==> src/rtl/core_pkg.sv <==
// Shared types and constants for the ALU issue path.
//   - opcode and ALUOperation encodings
//   - issue_entry_t: one buffered instruction with its operands
//   - wb_forward(): applies a writeback hit to a held entry
package core_pkg;

  localparam int unsigned ENTRY_DATA_W = 32;
  localparam int unsigned ENTRY_REG_AW = 5;
  localparam int unsigned OPC_W        = 8;
  localparam int unsigned ALU_W        = 4;
  localparam int unsigned IMM_W        = 16;

  localparam logic [OPC_W-1:0] OP_ADD = 8'h09;
  localparam logic [OPC_W-1:0] OP_SUB = 8'h0A;
  localparam logic [OPC_W-1:0] OP_AND = 8'h0B;
  localparam logic [OPC_W-1:0] OP_OR  = 8'h0C;

  localparam logic [ALU_W-1:0] ALU_ADD = 4'b1001;
  localparam logic [ALU_W-1:0] ALU_SUB = 4'b1010;
  localparam logic [ALU_W-1:0] ALU_AND = 4'b1011;
  localparam logic [ALU_W-1:0] ALU_OR  = 4'b1100;

  typedef struct packed {
    logic [ENTRY_REG_AW-1:0] rd;
    logic [ENTRY_REG_AW-1:0] rs;
    logic [ENTRY_REG_AW-1:0] rt;
    logic                    use_imm;
    logic [ALU_W-1:0]        aluop;
    logic [ENTRY_DATA_W-1:0] a;
    logic [ENTRY_DATA_W-1:0] b;
  } issue_entry_t;

  // Replace operands whose source register matches the writeback; r0 is never forwarded
  // and an immediate B operand has no register source.
  function automatic issue_entry_t wb_forward(
    input issue_entry_t            e,
    input logic                    wb_valid,
    input logic [ENTRY_REG_AW-1:0] wb_rd,
    input logic [ENTRY_DATA_W-1:0] wb_data
  );
    issue_entry_t r;
    r = e;
    if (wb_valid && (wb_rd != '0)) begin
      if (wb_rd == e.rs) r.a = wb_data;
      if (!e.use_imm && (wb_rd == e.rt)) r.b = wb_data;
    end
    return r;
  endfunction

endpackage

==> src/rtl/issue_skid_buf.sv <==
// Two-entry (main + skid) instruction buffer feeding the ALU.
//   push/push_entry : new legal instruction accepted this cycle
//   pop_ready       : downstream consumes the main entry this cycle
//   wb_*            : writeback bus, forwarded into held entries
//   main_valid, out_*: registered main entry presented to the ALU
//   in_ready        : registered, high while the skid slot is free
module issue_skid_buf
  import core_pkg::*;
(
  input  logic                    clk,
  input  logic                    rst_n,
  input  logic                    push,
  input  issue_entry_t            push_entry,
  input  logic                    pop_ready,
  input  logic                    wb_valid,
  input  logic [ENTRY_REG_AW-1:0] wb_rd,
  input  logic [ENTRY_DATA_W-1:0] wb_data,
  output logic                    main_valid,
  output logic [ENTRY_DATA_W-1:0] out_a,
  output logic [ENTRY_DATA_W-1:0] out_b,
  output logic [ALU_W-1:0]        out_aluop,
  output logic [ENTRY_REG_AW-1:0] out_rd,
  output logic                    in_ready
);

  issue_entry_t main_q, skid_q, main_nxt, skid_nxt, main_fwd, skid_fwd;
  logic         main_valid_q, skid_valid_q, main_valid_nxt, skid_valid_nxt;

  // Next-state: EMPTY / ONE / FULL encoded by the two valid bits.
  always_comb begin
    main_valid_nxt = main_valid_q;
    skid_valid_nxt = skid_valid_q;
    main_nxt       = main_q;
    skid_nxt       = skid_q;
    main_fwd       = wb_forward(main_q, wb_valid, wb_rd, wb_data);
    skid_fwd       = wb_forward(skid_q, wb_valid, wb_rd, wb_data);
    if (!main_valid_q) begin
      if (push) begin
        main_nxt       = push_entry;
        main_valid_nxt = 1'b1;
      end
    end else if (pop_ready) begin
      // Skid drains first; push cannot coincide with FULL since in_ready is low.
      if (skid_valid_q) begin
        main_nxt       = skid_fwd;
        skid_valid_nxt = 1'b0;
      end else if (push) begin
        main_nxt = push_entry;
      end else begin
        main_valid_nxt = 1'b0;
      end
    end else begin
      main_nxt = main_fwd;
      if (skid_valid_q) begin
        skid_nxt = skid_fwd;
      end else if (push) begin
        skid_nxt       = push_entry;
        skid_valid_nxt = 1'b1;
      end
    end
  end

  // State registers.
  always_ff @(posedge clk or negedge rst_n) begin
    if (!rst_n) begin
      main_valid_q <= 1'b0;
      skid_valid_q <= 1'b0;
      main_q       <= '0;
      skid_q       <= '0;
      in_ready     <= 1'b1;
    end else begin
      main_valid_q <= main_valid_nxt;
      skid_valid_q <= skid_valid_nxt;
      main_q       <= main_nxt;
      skid_q       <= skid_nxt;
      in_ready     <= !skid_valid_nxt;
    end
  end

  assign main_valid = main_valid_q;
  assign out_a      = main_q.a;
  assign out_b      = main_q.b;
  assign out_aluop  = main_q.aluop;
  assign out_rd     = main_q.rd;

endmodule

==> src/rtl/alu_issue_stage.sv <==
// ALU issue stage: decodes opcode to ALUOperation, selects operand B,
// forwards writeback data, and buffers up to two instructions.
//   in_*          : decoded instruction + register-file read data (valid/ready)
//   wb_*          : writeback bus used for operand forwarding
//   out_valid/out_ready, A, B, ALUOperation, out_rd : registered ALU interface
//   illegal_op    : one-cycle pulse after an illegal opcode is accepted
//   issue_count   : wrapping count of issued instructions
// DATA_W and REG_AW must match the entry widths fixed in core_pkg.
module alu_issue_stage
  import core_pkg::*;
#(
  parameter int unsigned DATA_W = ENTRY_DATA_W,
  parameter int unsigned REG_AW = ENTRY_REG_AW,
  parameter int unsigned CNT_W  = 16
) (
  input  logic              clk,
  input  logic              rst_n,
  input  logic              in_valid,
  output logic              in_ready,
  input  logic [7:0]        in_opcode,
  input  logic [REG_AW-1:0] in_rd,
  input  logic [REG_AW-1:0] in_rs,
  input  logic [REG_AW-1:0] in_rt,
  input  logic [DATA_W-1:0] in_rs_data,
  input  logic [DATA_W-1:0] in_rt_data,
  input  logic [15:0]       in_imm,
  input  logic              in_use_imm,
  input  logic              wb_valid,
  input  logic [REG_AW-1:0] wb_rd,
  input  logic [DATA_W-1:0] wb_data,
  output logic              out_valid,
  input  logic              out_ready,
  output logic [DATA_W-1:0] A,
  output logic [DATA_W-1:0] B,
  output logic [3:0]        ALUOperation,
  output logic [REG_AW-1:0] out_rd,
  output logic              illegal_op,
  output logic [CNT_W-1:0]  issue_count
);

  logic             accept_c, legal_c, push_c;
  logic [ALU_W-1:0] aluop_c;
  issue_entry_t     raw_c, entry_c;

  assign accept_c = in_valid & in_ready;
  assign push_c   = accept_c & legal_c;

  // Opcode decode.
  always_comb begin
    legal_c = 1'b1;
    aluop_c = '0;
    case (in_opcode)
      OP_ADD:  aluop_c = ALU_ADD;
      OP_SUB:  aluop_c = ALU_SUB;
      OP_AND:  aluop_c = ALU_AND;
      OP_OR:   aluop_c = ALU_OR;
      default: legal_c = 1'b0;
    endcase
  end

  // Operand selection with same-cycle writeback forwarding.
  always_comb begin
    raw_c         = '0;
    raw_c.rd      = in_rd;
    raw_c.rs      = in_rs;
    raw_c.rt      = in_rt;
    raw_c.use_imm = in_use_imm;
    raw_c.aluop   = aluop_c;
    raw_c.a       = in_rs_data;
    raw_c.b       = in_use_imm ? ENTRY_DATA_W'($signed(in_imm)) : in_rt_data;
    entry_c       = wb_forward(raw_c, wb_valid, wb_rd, wb_data);
  end

  issue_skid_buf u_buf (
    .clk        (clk),
    .rst_n      (rst_n),
    .push       (push_c),
    .push_entry (entry_c),
    .pop_ready  (out_ready),
    .wb_valid   (wb_valid),
    .wb_rd      (wb_rd),
    .wb_data    (wb_data),
    .main_valid (out_valid),
    .out_a      (A),
    .out_b      (B),
    .out_aluop  (ALUOperation),
    .out_rd     (out_rd),
    .in_ready   (in_ready)
  );

  // Illegal-opcode pulse and issue counter.
  always_ff @(posedge clk or negedge rst_n) begin
    if (!rst_n) begin
      illegal_op  <= 1'b0;
      issue_count <= '0;
    end else begin
      illegal_op <= accept_c & !legal_c;
      if (out_valid && out_ready) issue_count <= issue_count + CNT_W'(1);
    end
  end

endmodule

==> config.mk <==
export PLATFORM = sky130hd
export DESIGN_NAME = alu_issue_stage
export DESIGN_NICKNAME = d
export VERILOG_FILES = /design/src/rtl/core_pkg.sv /design/src/rtl/issue_skid_buf.sv /design/src/rtl/alu_issue_stage.sv
export SDC_FILE = /design/constraint.sdc
export NUM_CORES = 1
export LEC_CHECK = 0
export ABC_AREA = 1
export CAP_MARGIN = 20
export CORE_AREA = 3 3 201 203
export DETAILED_ROUTE_END_ITERATION = 16
export DIE_AREA = 0 0 204 206
export PLACE_DENSITY = 0.57
export SYNTH_ARGS = -nofsm -noshare
export SYNTH_HDL_FRONTEND = slang
export SYNTH_SLANG_ARGS = --single-unit
==> constraint.sdc <==
create_clock -name clk -period 1.5 [get_ports clk]
set_clock_uncertainty 0.1 [all_clocks]
set_input_delay 0.3 -clock clk [delete_from_list [all_inputs] [get_ports clk]]
set_output_delay 0.3 -clock clk [all_outputs]
set_load 0.02 [all_outputs]
==> impl_metrics.ini, run 1 <==
[drt]
drt-total-wl_um = 57130
vias = 15020
first_pass_iters = 8
wl_per_cell_um = 20.82
drt_iter0_drc = 1623
postRouteAntennaNets = 0
vias_per_cell = 5.475
route.detailed.drc = 0

[cells_and_area]
drive_gt1_share_pct = 33.18
nets = 2358
layoutNonFillerInstCount = 2744
syn2layout_area_growth_pct = 63.31

[critical_path]
arrival_ps = 2170
rrSetupSlack_ps = -420
reg2reg_to = u_buf.out_b[20]
crit_path_end_kind = register
path_class = register to register
cp_data_required_time_ps = 1750
regToRegStartpoint = u_buf.skid_fwd[73]
startpoint_type = register
worstPathMaxFanout = 5
rr_worst_depth = 13

[clocking]
insertion_delay_ps = 460
cts_buffers = 17
path_clk_slew_ps = 80
clockBufferDepth = 2
cts_tree = built
clkSinkCount = 188
htreeDepth = 4
cts-root-buf = clkbuf_16

[placement]
place.gp.congestion = 0.8674
port_buffers = 237
dpl.hpwl_um = 33180
placed_cells = 2587

[pwr]
peakVddDrop_mv = 0.8976
pwr-share-comb_pct = 39.1
switching_share_pct = 39.45
clockPowerShare_pct = 23.6
power_density_nw_per_um2 = 981.8
seq_power_share_pct = 37.3
p_sw_mw = 7.821
power_leakage_nw = 9.789
intPower_mw = 12.00

[grt]
grt_pass1_vias = 14270
grt_max_degree = 77
grt_pass1_wl_um = 81900
grt_use_total_pct = 25.05
grt_overflow = 0
antenna_found_initial = 4

[min_path]
min_from = in_rt[3]
hold_depth = 3
hp-class = input pin to register
whs_endpoint = u_buf.skid_fwd[72]

[yosys]
synth.distinct_cells = 34
yosysSeqAreaShare_pct = 38.06
ys_top_cells_by_area = dfrtp_1 38%, nand3_1 16%, nand2_1 15%
yosys.area.top_type = dfrtp_1
postSynth.asyncResetShare_pct = 100.0
synth_top_area_share_pct = 37.85
ys_seq_elements = 188
syn_inst = 1820
synth_warnings = 0
syn-cell-area_um2 = 12360
avgSynthCellArea_um2 = 6.794
synth_ff_type = dfrtp_1
synthesis.nets = 1967
synth_edf_count = 0

[sta]
fin_crit_ps = 1924
drv_slew = 0
rsz0062_at_grt = true
worst_pin_slew_ps = 446.2
tns_ps = -54340
fmax_ghz = 0.5198
fin_ws_ps = -423.8
setup_violations = 180
final-hold-violation-count = 0
min_period_over_period_pct = 128.3
max_slew_margin_pct = 70.25

[die]
die_area_um2 = 42020
initial_core_util_pct = 31.99
io_pins = 238
core_area_um2 = 38650
die_h_um = 206
rows = 72
die_width_um = 204

[job]
max-cap-violations = 0

[status]
outcome = complete, but fails checks
violations = setup timing
==> stage by stage <==
stage               instance area [um2]  power, mW  hold slack (ps)  util, %  worst slack, ps
floorplan                         12650      11.09           -95.59        -           -110.7
global placement                  16500      14.66            146.2    42.70           -963.2
detailed placement                16500      14.76            147.9    42.70           -953.3
CTS                               18820      19.42            167.8    48.70           -371.0
global route                      20190      20.90            199.1    52.25           -511.7
finish                            20190      19.82            180.5    52.25           -423.8
==> timing repair <==
action,4_1_cts,5_1_grt
endpoints found under the setup margin,267,191
setup buffers,60,34
resized for setup,708,208
pin swaps,142,153
hold buffers,1,0
cloned,22,17
hold endpoints to repair,97,0
==> area by class of cell <==
| class | instances | area (um2) |
|---|---|---|
| Tap cell | 518 | 648.1 |
| Clock buffer | 18 | 439.2 |
| Antenna cell | 2 | 5.005 |
| Sequential cell | 188 | 4718 |
| Fill cell | 3561 | 18460 |
| Multi-Input combinational cell | 1300 | 7946 |
| Clock inverter | 14 | 136.4 |
| Timing Repair Buffer | 510 | 5538 |
| Inverter | 194 | 760.7 |
==> flip-flops by register name (all words and copies together), names as in the netlist <==
signal and count:
u_buf.main_valid 1, illegal_op 1, issue_count 16, u_buf.out_a 32
u_buf.main_fwd 11, u_buf.out_b 32, u_buf.skid_q 64, u_buf.out_aluop 4
u_buf.skid_valid_q 1, u_buf.skid_fwd 20, u_buf.in_ready 1, u_buf.out_rd 5
==> synthesized netlist by cell type (2+ instances only) <==
library cell / n
nor2_1: 86
xnor2_1: 12
nor2_4: 4
buf_1: 9
nand2_4: 2
xor2_1: 17
nor3_1: 6
clkinv_1: 3
mux2i_1: 15
clkbuf_1: 46
buf_4: 18
a21oi_1: 37
a31oi_1: 64
dfrtp_1: 187
o21ai_2: 2
a21oi_2: 3
nand2_2: 2
nand4_1: 101
nand3_1: 383
o21ai_0: 45
inv_1: 183
nand3_2: 3
nor2_2: 2
o21ai_1: 7
inv_2: 7
nand2_1: 505
buf_2: 64
==> critical path, cell delays in order, from the launching register on <==
cell and delay, ps:
dfrtp_1 430, inv_2 80, nand2_2 50, nand2_2 50
nand2_2 60, nor2_4 190, buf_6 150, buf_12 110
buf_12 120, nand4_1 120, nand4_1 140, nand3_1 90
nand2_1 70, nand2_1 40
==> power by group through the flow <==
| stage | clock [mW] | sequential, mW | combinational [mW] |
|---|---|---|---|
| floorplan | 0 | 8.20 | 2.89 |
| global route | 4.98 | 7.54 | 8.37 |
| CTS | 4.77 | 7.41 | 7.23 |
| finish | 4.68 | 7.40 | 7.74 |
| detailed placement | 0 | 7.46 | 7.30 |
| global placement | 0 | 7.46 | 7.21 |
==> cell families (layout without fill, tap and decap cells) <==
| logic type | after synthesis | in the layout | share of synthesized area [%] |
|---|---|---|---|
| adder cells (fa/ha/maj) | 1 | 1 | 0.1012 |
| AO/OA/AOI/OAI | 159 | 159 | 7.246 |
| other | 0 | 2 | 0 |
| multiplexers | 15 | 15 | 1.214 |
| buffers and inverters | 332 | 736 | 11.35 |
| flip-flops | 188 | 188 | 38.06 |
| AND/OR/NAND/NOR | 1096 | 1096 | 39.97 |
| XOR/XNOR | 29 | 29 | 2.054 |
==> per-layer routing <==
layer  vias to the layer above  part of all wire, %  global-route usage, %  wire length [um]
met3                       180                  9.5                  4.867              5446
met1                      7142                   40                  32.88             22690
met2                       852                   47                  41.10             26690
met5                         -                0.089                      0                51
met4                         6                  4.0                  9.388              2261
li1                       6843                    -                      -                 -
==> worst max-delay path by stage <==
stage / endpoint / start / slack [ps]
finish: u_buf.out_b[20] / u_buf.skid_fwd[73] / -420
global route: u_buf.out_b[10] / u_buf.skid_fwd[73] / -510
CTS: u_buf.out_a[24] / u_buf.skid_fwd[76] / -370
detailed placement: u_buf.out_b[21] / in_use_imm / -950
global placement: u_buf.out_b[21] / in_use_imm / -960
floorplan: u_buf.out_a[21] / wb_rd[4] / -110
==> layout by cell type, fill, tap and decap left out, types with 3 or more instances in the layout <==
cell type and count:
a21oi_1 35, a21oi_4 4, a31oi_1 58, a31oi_2 5
buf_12 52, buf_16 18, buf_2 81, buf_4 140
buf_6 48, buf_8 8, bufbuf_16 4, clkbuf_16 29
clkdlybuf4s50_1 126, clkinv_4 3, dfrtp_1 179, dfrtp_2 7
dlygate4sd2_1 18, inv_1 173, inv_2 11, inv_4 6
inv_6 6, mux2i_1 15, nand2_1 381, nand2_2 53
nand2_4 74, nand3_1 272, nand3_2 103, nand3_4 11
nand4_1 101, nor2_1 72, nor2_2 5, nor2_4 15
nor3_4 4, o21ai_0 15, o21ai_1 10, o21ai_2 27
xnor2_1 10, xor2_1 16
(Power assumes the default switching activity.)
==> inputs of run 2 (changes only) <==
--- a/config.mk
+++ b/config.mk
@@ -8,6 +8,7 @@
 export ABC_AREA = 1
 export CAP_MARGIN = 20
 export CORE_AREA = 3 3 201 203
+export CTS_BUF_LIST = sky130_fd_sc_hd__clkbuf_8
 export DETAILED_ROUTE_END_ITERATION = 16
 export DIE_AREA = 0 0 204 206
 export PLACE_DENSITY = 0.57
==> impl_metrics.ini, run 2 (synthesis gave the netlist of run 1 again) <==
[clocking]
cts-root-buf = clkbuf_8
path_clk_slew_ps = 100
clockBufferDepth = 2
clkSinkCount = 188
htreeDepth = 4
cts_tree = built
cts_buffers = 17
insertion_delay_ps = 510

[drt]
postRouteAntennaNets = 0
wl_met2_um = 26760
wl_met1_um = 22370
drt_iter0_drc = 1630
vias = 15030
first_pass_iters = 8
wl_per_cell_um = 20.54
route.detailed.drc = 0
dr_wl_met3_um = 5569
vias_per_cell = 5.456
drt-total-wl_um = 56560
dr.max_layer_used = met5

[sta]
fmax_ghz = 0.5343
drv_slew = 0
rsz0062_at_grt = true
fin_ws_ps = -371.7
setup_violations = 188
final-hold-violation-count = 0
fin_hold_ws_ps = 111.4
worst_pin_slew_ps = 380.0
fin_crit_ps = 1872
max_slew_margin_pct = 73.94
min_period_over_period_pct = 124.8

[die]
die_h_um = 206
rows = 72
die_width_um = 204
io_pins = 238
core_area_um2 = 38650
die_area_um2 = 42020
initial_core_util_pct = 31.99

[pwr]
peakVddDrop_mv = 0.6249
power_leakage_nw = 9.836
power_density_nw_per_um2 = 984.0

[critical_path]
path_class = register to register
max_stage_delay_ps = 560
cp_data_required_time_ps = 1850
arrival_ps = 2220
cp_num_buf_inv = 4
crit_path_end_kind = register
worstPathCellList = nand2_2, inv_2, nand2_4, buf_6, nor2_4, buf_12, clkbuf_16, nand3_2, nand3_2, nand2_1, nand2_1
startpoint_type = register
cp_top_family = simple AND/OR/NAND/NOR gates
worstPathMaxFanout = 8
slowest_stage = dfstp_2

[grt]
grt_pass1_vias = 13800
grt_max_degree = 77
grt_pass1_wl_um = 78940
grt_overflow = 0
antenna_found_initial = 2
grt_use_total_pct = 24.06

[cells_and_area]
fin_area_um2 = 20250
fin_util_pct = 52.40
layout.cells.most_common = nand2_1
nets = 2370
final_cell_mix = 407 x nand2_1, 283 x nand3_1, 175 x inv_1, 175 x dfrtp_1, 157 x buf_4
syn2layout_area_growth_pct = 63.77
largest-register = u_buf.skid_q
largest_reg_flops = 64
final.fill_count = 3564
layoutNonFillerInstCount = 2754
num_antenna_cells = 0
drive_gt1_share_pct = 32.25

[status]
violations = setup timing
outcome = complete, but fails checks

[placement]
place.gp.congestion = 0.8674
placed_cells = 2587
placed_cell_area_um2 = 16500
post-place-ws_ps = -953.3
port_buffers = 237
dpl.hpwl_um = 33180

[job]
max-cap-violations = 0

[min_path]
hp-class = input pin to register
run 2: changes by cell type in the layout (fill, tap and decap cells not counted), moves of 11 or more:
cell | previous run | this run
clkbuf_8 | 2 | 19
nand2_4 | 74 | 52
dlygate4sd2_1 | 18 | 6
nand3_1 | 272 | 283
buf_4 | 140 | 157
nand2_1 | 381 | 407
nor2_2 | 5 | 20
buf_2 | 81 | 19
buf_6 | 48 | 107
nor2_1 | 72 | 54
nand3_2 | 103 | 90
run 2: per-stage QoR:
step / power (mW) / TNS (ps)
after floorplan: 11.09 / -14710
after global placement: 14.66 / -148380
after detailed placement: 14.76 / -151790
after CTS: 18.90 / -45060
after global routing: 21.03 / -62740
final: 19.92 / -46950
run 2: worst reg2reg max path, cell delays in order (launching register included):
cell       delay (ps)
dfstp_2           560
nand2_2            60
inv_2              60
nand2_4            70
buf_6             130
nor2_4            180
buf_12            190
clkbuf_16         200
nand3_2            80
nand3_2            60
nand2_1            60
nand2_1            70
run 2: path summary, 6_finish.rpt:
check,to,depth (start not counted),slack [ps],start
max,u_buf.out_a[25],11,-370,u_buf.in_ready
min,u_buf.skid_fwd[65],4,110,in_opcode[2]
max reg2reg,u_buf.out_a[25],11,-370,u_buf.in_ready
min reg2reg,u_buf.out_a[27],2,380,u_buf.out_a[27]
max in group asynchronous,u_buf.out_a[0],3,490,rst_n
min in group asynchronous,u_buf.out_a[24],2,170,rst_n
run 2: metal layers:
layer | track usage, % | vias to the layer above
li1 | - | 6862
met1 | 31.89 | 7137
met2 | 39.63 | 875
met3 | 5.040 | 147
met4 | 7.348 | 4
met5 | 0 | -
run 2: power breakdown:
part | total (mW) | switching [mW] | internal (mW)
clock network | 3.57 | 2.17 | 1.40
logic | 8.84 | 4.57 | 4.27
registers | 7.51 | 1.10 | 6.41
run 2: cell type report:
| class | instances | area [um2] | share of cell area (%) |
|---|---|---|---|
| Multi-Input combinational cell | 1300 | 7707 | 38.06 |
| Timing Repair Buffer | 522 | 6033 | 29.79 |
| Sequential cell | 188 | 4723 | 23.33 |
| Inverter | 194 | 753.2 | 3.720 |
| Tap cell | 518 | 648.1 | 3.201 |
| Clock buffer | 18 | 247.7 | 1.223 |
| Clock inverter | 14 | 136.4 | 0.6735 |
run 2: what timing repair did:
action                                  CTS  global route
hold endpoints to repair                187             0
gates resized for setup                 627           356
buffers inserted                         53            44
pin swaps                                35           189
gates cloned                             15            26
hold buffers                              1             0
endpoints found under the setup margin  266           239
==> inputs of run 3 (changes only) <==
--- a/config.mk
+++ b/config.mk
@@ -12,6 +12,7 @@
 export DETAILED_ROUTE_END_ITERATION = 16
 export DIE_AREA = 0 0 204 206
 export PLACE_DENSITY = 0.57
+export SLEW_MARGIN = 20
 export SYNTH_ARGS = -nofsm -noshare
 export SYNTH_HDL_FRONTEND = slang
 export SYNTH_SLANG_ARGS = --single-unit
==> results of run 3 <==
The final DEF is identical to that of run 2; final timing and power are the same.
